File: config.mk
export PLATFORM = sky130hd
export DESIGN_NAME = period_meter
export DESIGN_NICKNAME = d
export VERILOG_FILES = /design/src/rtl/period_meter.sv
export SDC_FILE = /design/constraint.sdc
export NUM_CORES = 1
export LEC_CHECK = 0
export ABC_CLOCK_PERIOD_IN_PS = 2470
export BUFFER_PORTS_ARGS = -buffer_cell sky130_fd_sc_hd__buf_2
export CAP_MARGIN = 20
export CORE_UTILIZATION = 57
export DETAILED_ROUTE_END_ITERATION = 10
export GPL_TIMING_DRIVEN = 1
export HOLD_SLACK_MARGIN = 0.06
export PLACE_DENSITY = 0.79
export SETUP_SLACK_MARGIN = 0.2
export SYNTH_ARGS = -nofsm -noshare
export SYNTH_HDL_FRONTEND = slang
export SYNTH_SLANG_ARGS = --single-unit
File: constraint.sdc
create_clock -name clk -period 2.47 [get_ports clk]
set_input_delay 0.1235 -clock clk [delete_from_list [all_inputs] [get_ports clk]]
set_output_delay 0.1235 -clock clk [all_outputs]
set_load 0.01 [all_outputs]
File: src/rtl/period_meter.sv
// Period and high-time meter for a slow external signal.
// Counts fast clk cycles between edges of the synchronized sig_in.
module period_meter #(
  parameter int CNT_W = 26
) (
  input  logic             clk,
  input  logic             clr,
  input  logic             start,
  input  logic             sig_in,
  output logic             busy,
  output logic             done,
  output logic             timeout,
  output logic [CNT_W-1:0] period,
  output logic [CNT_W-1:0] high_time
);

  typedef enum logic [2:0] {
    IDLE,
    WAIT_R,
    MEAS_H,
    MEAS_L,
    DONE
  } state_t;

  localparam logic [CNT_W-1:0] ONE = CNT_W'(1);

  state_t state_q, state_d;

  logic s1_q, s2_q, s3_q;
  logic rise, fall, tc;

  logic [CNT_W-1:0] cnt_q, cnt_d;
  logic [CNT_W-1:0] ht_tmp_q, ht_tmp_d;
  logic [CNT_W-1:0] period_q, period_d;
  logic [CNT_W-1:0] high_q, high_d;

  logic busy_q, busy_d;
  logic done_q, done_d;
  logic to_q, to_d;

  assign rise = s2_q & ~s3_q;
  assign fall = ~s2_q & s3_q;
  assign tc   = &cnt_q;

  always_comb begin
    state_d  = state_q;
    ht_tmp_d = ht_tmp_q;
    period_d = period_q;
    high_d   = high_q;
    busy_d   = busy_q;
    to_d     = to_q;
    done_d   = 1'b0;
    cnt_d    = tc ? cnt_q : cnt_q + ONE;
    unique case (state_q)
      IDLE: begin
        cnt_d = cnt_q;
        if (start) begin
          state_d = WAIT_R;
          cnt_d   = '0;
          to_d    = 1'b0;
          busy_d  = 1'b1;
        end
      end
      WAIT_R: begin
        if (rise) begin
          state_d = MEAS_H;
          cnt_d   = ONE;
        end else if (tc) begin
          state_d  = DONE;
          busy_d   = 1'b0;
          done_d   = 1'b1;
          to_d     = 1'b1;
          period_d = '0;
          high_d   = '0;
        end
      end
      MEAS_H: begin
        if (fall) begin
          state_d  = MEAS_L;
          ht_tmp_d = cnt_q;
        end else if (tc) begin
          state_d  = DONE;
          busy_d   = 1'b0;
          done_d   = 1'b1;
          to_d     = 1'b1;
          period_d = '0;
          high_d   = '0;
        end
      end
      MEAS_L: begin
        // an edge on the terminal-count cycle still counts
        if (rise) begin
          state_d  = DONE;
          busy_d   = 1'b0;
          done_d   = 1'b1;
          period_d = cnt_q;
          high_d   = ht_tmp_q;
        end else if (tc) begin
          state_d  = DONE;
          busy_d   = 1'b0;
          done_d   = 1'b1;
          to_d     = 1'b1;
          period_d = '0;
          high_d   = '0;
        end
      end
      DONE: begin
        state_d = IDLE;
        cnt_d   = cnt_q;
      end
      default: begin
        state_d = IDLE;
        cnt_d   = cnt_q;
      end
    endcase
  end

  always_ff @(posedge clk or negedge clr) begin
    if (!clr) begin
      state_q  <= IDLE;
      s1_q     <= 1'b0;
      s2_q     <= 1'b0;
      s3_q     <= 1'b0;
      cnt_q    <= '0;
      ht_tmp_q <= '0;
      period_q <= '0;
      high_q   <= '0;
      busy_q   <= 1'b0;
      done_q   <= 1'b0;
      to_q     <= 1'b0;
    end else begin
      state_q  <= state_d;
      s1_q     <= sig_in;
      s2_q     <= s1_q;
      s3_q     <= s2_q;
      cnt_q    <= cnt_d;
      ht_tmp_q <= ht_tmp_d;
      period_q <= period_d;
      high_q   <= high_d;
      busy_q   <= busy_d;
      done_q   <= done_d;
      to_q     <= to_d;
    end
  end

  assign busy      = busy_q;
  assign done      = done_q;
  assign timeout   = to_q;
  assign period    = period_q;
  assign high_time = high_q;

endmodule

# Yosys cells after proc, flatten, opt, wreduce, memory -nomap -nowiden
# Index checks and enable logic that the tools add are counted.
# classes
add_sub_neg,1
eq_ne,7
n_mux,36
bitwise_logic,4
n_reduce_logical,13
# ops
cell,count
$mux 26,11
$pmux 26 s3,3
$add 26x1->26 const B,1
$reduce_and 26->1,1
$mux 3,5
$mux 1,13
$pmux 3 s4,1
$reduce_bool 3->1,3
$ne 2x2->1 const B,4
$reduce_and 4->1,2
$eq 3x2->1 const B,2
$pmux 1 s3,2
$pmux 1 s4,1
$reduce_and 2->1,2
$reduce_bool 4->1,1
$reduce_or 2->1,2
$eq 3x1->1 const B,1
$logic_not 3->1,1
$reduce_and 3->1,1
$and 1x1->1,2
$not 1->1,2
# word_totals
register_bits,113
inputBits,4
out_inout_bits,55
word_cells,72

# Longest topological paths before layout
# logic_depth
word_depth,4
depth_mapped,8
mapped_depth_nobuf,6

# Least setup slack after synthesis
# Ideal clock, no wire load.
# synth_timing
path_kind,register to register
start,reg cnt_q[0]
end,"reg high_q[21], in the netlist high_time[21]"
setup_time_ns,0.121
t_arrival_ns,2.060
t_required_ns,2.349
setup_slack_ns,0.289
path_stages_with_launch,9
path_buffers,2
synth_period_minus_slack_ns,2.181
path_cell_list,dfrtp_1 -> ha_1 -> nand4_1 -> or4_1 -> buf_2 -> o21ai_4 -> a21oi_4 -> buf_6 -> a22o_1
# synth_via
elab_chain_cells,4
elab_cells_between_ends,6
classes_between,mux: 5; reduce/logical: 1
# synth_lines
item,line_no,text
from (decl),32,"logic [CNT_W-1:0] cnt_q, cnt_d;"
from (signal assigned),136,cnt_q <= cnt_d;
$reduce_and 26->1 (*),43,assign tc = &cnt_q;
$mux 26 (*),n/a,
$mux 26 (on tied branches),n/a,
$pmux 26 s3 (*),n/a,
to (signal assigned),139,high_q <= high_d;
to (decl),35,"logic [CNT_W-1:0] high_q, high_d;"
# Every way passes the cells marked *; elsewhere a longest branch is shown, timed or not. The select of a mux whose other input is x is not followed.
# A chain may end at the register's enable or synchronous reset.

# Worst setup path in the final report
# layout_timing
start,reg cnt_q[0]
end,"reg high_q[23], in the netlist high_time[23]"
# Same word-level chain as after synthesis.

==> results.txt <==
Final WL - 11210 um
Ys flop type - dfrtp_1
Antenna Nets Post-Route - 0
Post-route minimum period - 2.179 ns
Hold slack - 0.2253 ns
Final Hold Vio Count - 0
Max VDD drop - 0.7715 mV
CTS tree - built
Cell taking the most area after synthesis - dfrtp_1
Initial antenna violation count - 0
Commonest cells post-synth - dfrtp_1 (113), a22o_1 (53), mux2_2 (26)
Slowest stage delay, CP - 0.58 ns
Core region area - 8175 um^2
Cells on worst reg2reg path - 7
Layout Nets - 474
Boundary pin count - 59
Worst setup EP type - flop
CTS clk-pin slew, worst paths - 0.05 ns
DR WL/cell - 19.22 um
Max-slew violations - 0
Max-cap viol count - 0
Overall routing resource usage - 27.73%
Setup TNS - 0 ns
Slew margin rel. - 49.64%
Routed vias/inst - 6.312
Syn Area/Cell - 12.41 um^2
Vias - 3680
Worst-path fanout max - 20
Syn. warnings - 0
Synth cell types - 53
Row count - 33
First-iteration detailed-routing DRC count - 308
Total gr overflow - 0
Crit path cell chain - ha_1 -> nand4_1 -> or4_4 -> o21ai_4 -> a21oi_4 -> clkbuf_16 -> a22o_1
Crit path DAT - 2.58 ns
DRC - 0
Ranking of synthesized cells by area - dfrtp_1 (59%), a22o_1 (9.7%), mux2_2 (6.1%)
Critical Path RT - 2.87 ns
First-pass GRT wire length - 18220 um
IO Port Bufs - 58
Vias in the first global route - 3570
DPL Wire Length - 6827 um
Full die area - 8773 um^2
Layout cells sized above 1 - 34.73%
Antenna Cells - 0
Post-synthesis sequential area ratio - 59.04%
Clock sink count - 113
Die Ht - 93.67 um
Worst-Skew Late Latency - 0.51 ns
Largest net degree at the start of global routing - 60
Htree depth - 4
Max clock buf depth - 2
Cells after Synth - 386
PD cells - 1033 nW/um^2
Syn nets - 391
Post-synth ARST share - 100.0%
Tightest Pin Transition - 0.7553 ns
Worst setup path category - flop to flop
Placer congestion estimate - 0.9060
Startpoint types - flop
Synthesized area - 4790 um^2
CTS buffer count - 17
Leakage - 2.911 nW
Hold crit path type - input port to asynchronous set/reset pin
TritonRoute pass-1 iters - 5
Skew final - 0.005428 ns
Synthesized flop and latch total - 113
Die X-Extent - 93.67 um
Period utilization - 88.22%
Post-synth EDFFs - 0
Starting Density - 58.59%
Area delta synth->final - 24.40%
Most common cell in the synthesized netlist - dfrtp_1
Status - completed
Worst path slowest cell - or4_4
CTS root buf - clkbuf_8
Top-area cell type share of the netlist area - 59.04%
Peak Freq - 0.4589 GHz
RSZ-0062 raised after global routing - yes
Final Setup Violations - 0
==> flip-flops by register name, indices dropped and copies added, names as in the netlist <==
| register | count |
|---|---|
| state_q | 3 |
| timeout | 1 |
| busy | 1 |
| period | 26 |
| s1_q | 1 |
| cnt_q | 26 |
| s2_q | 1 |
| done | 1 |
| high_time | 26 |
| s3_q | 1 |
| ht_tmp_q | 26 |
==> layout by cell type (no fill, tap or decap), types with 3 or more instances in the layout <==
cell       Yosys  routed
a31oi_1        5       5
o41ai_1        6       6
mux2_2        26      26
a22o_1        53      53
nor2b_1        4       4
o211ai_1       5       5
and2_1         4       4
nand3_1       15      15
or4_1          8       7
o21ai_1        5       5
inv_1          5       5
and3_1         4       3
dfrtp_1      113     111
o21ai_0        7       7
o311ai_1       8       7
nor2_1         9       7
nand4_1        7       7
buf_4          1      31
nand2b_1       3       3
buf_2          7      57
a21oi_1       11      11
nand2_1       19      19
clkbuf_16      0      17
o31ai_1        4       4
clkinv_2       0       4
or3_1          4       3
clkbuf_8       0       6
==> final cells by class <==
type,count,area (um^2)
repair buffers,93,603.1
multi-input cells,237,1827
clock buffers,22,483.0
flip-flops and latches,113,2830
fillers,528,2217
clock inverters,6,57.56
inverters,7,26.28
well taps,105,131.4
==> cell families after synthesis <==
kind of cell	count (synthesis)	share of synthesized area (%)
AOI/OAI and AO/OA	120	19.93
adders and majority gates	1	0.2612
DFF	113	59.04
buffers and inverters	36	3.866
and+or+nand+nor	90	10.79
muxes	26	6.113
==> worst max-delay path, delay by kind of cell (launching register included) <==
family                   cells  cell delay [ns]
AND/OR/NAND/NOR              2             0.72
AO/OA/AOI/OAI                3             0.51
flip-flops                   1             0.41
buffers and inverters        1             0.23
adder cells (fa/ha/maj)      1             0.19
==> per-stage QoR <==
step,std cells,instance area (um^2),power [W],util [%],setup WS [ns]
4_1_cts,574,5847,0.006109,71.52,0.2255
6_report,583,5958,0.006155,72.88,0.2909
5_1_grt,583,5958,0.006436,72.88,0.1960
2_1_floorplan,386,4790,0.003291,-,0.2891
3_3_place_gp,544,5273,0.003809,64.49,0.2690
3_5_place_dp,544,5273,0.003856,64.49,0.1391
==> metal layers <==
layer	wire length [um]	track usage [%]	up-vias
met1	4851	36.82	1835
met4	218	14.87	0
li1	-	-	1649
met2	5456	42.59	173
met5	0	0	-
met3	681	6.392	23
==> power breakdown <==
| group | internal (W) | switching (W) |
|---|---|---|
| Combinational | 0.000636 | 0.000811 |
| Clock | 0.00143 | 0.000785 |
| Sequential | 0.00219 | 0.000296 |
==> final timing paths <==
path                                from            end  slack, ns
worst min-delay path                 clr   high_time[4]       0.23
min in group clk                   start       cnt_q[2]       0.23
worst max register to register  cnt_q[0]  high_time[23]       0.29
max in group asynchronous            clr       cnt_q[1]       1.52
worst max-delay path            cnt_q[0]  high_time[23]       0.29
worst min register to register      s1_q           s2_q       0.35
==> repair_timing <==
item	4_1_cts	5_1_grt
cloned	0	1
endpoints found under the hold margin	58	0
gates resized for setup	3	7
hold buffers	2	0
buffers inserted	0	8
setup endpoints to repair	43	55
pin swaps	0	2
Note: power is estimated with default switching activity, not from simulation.
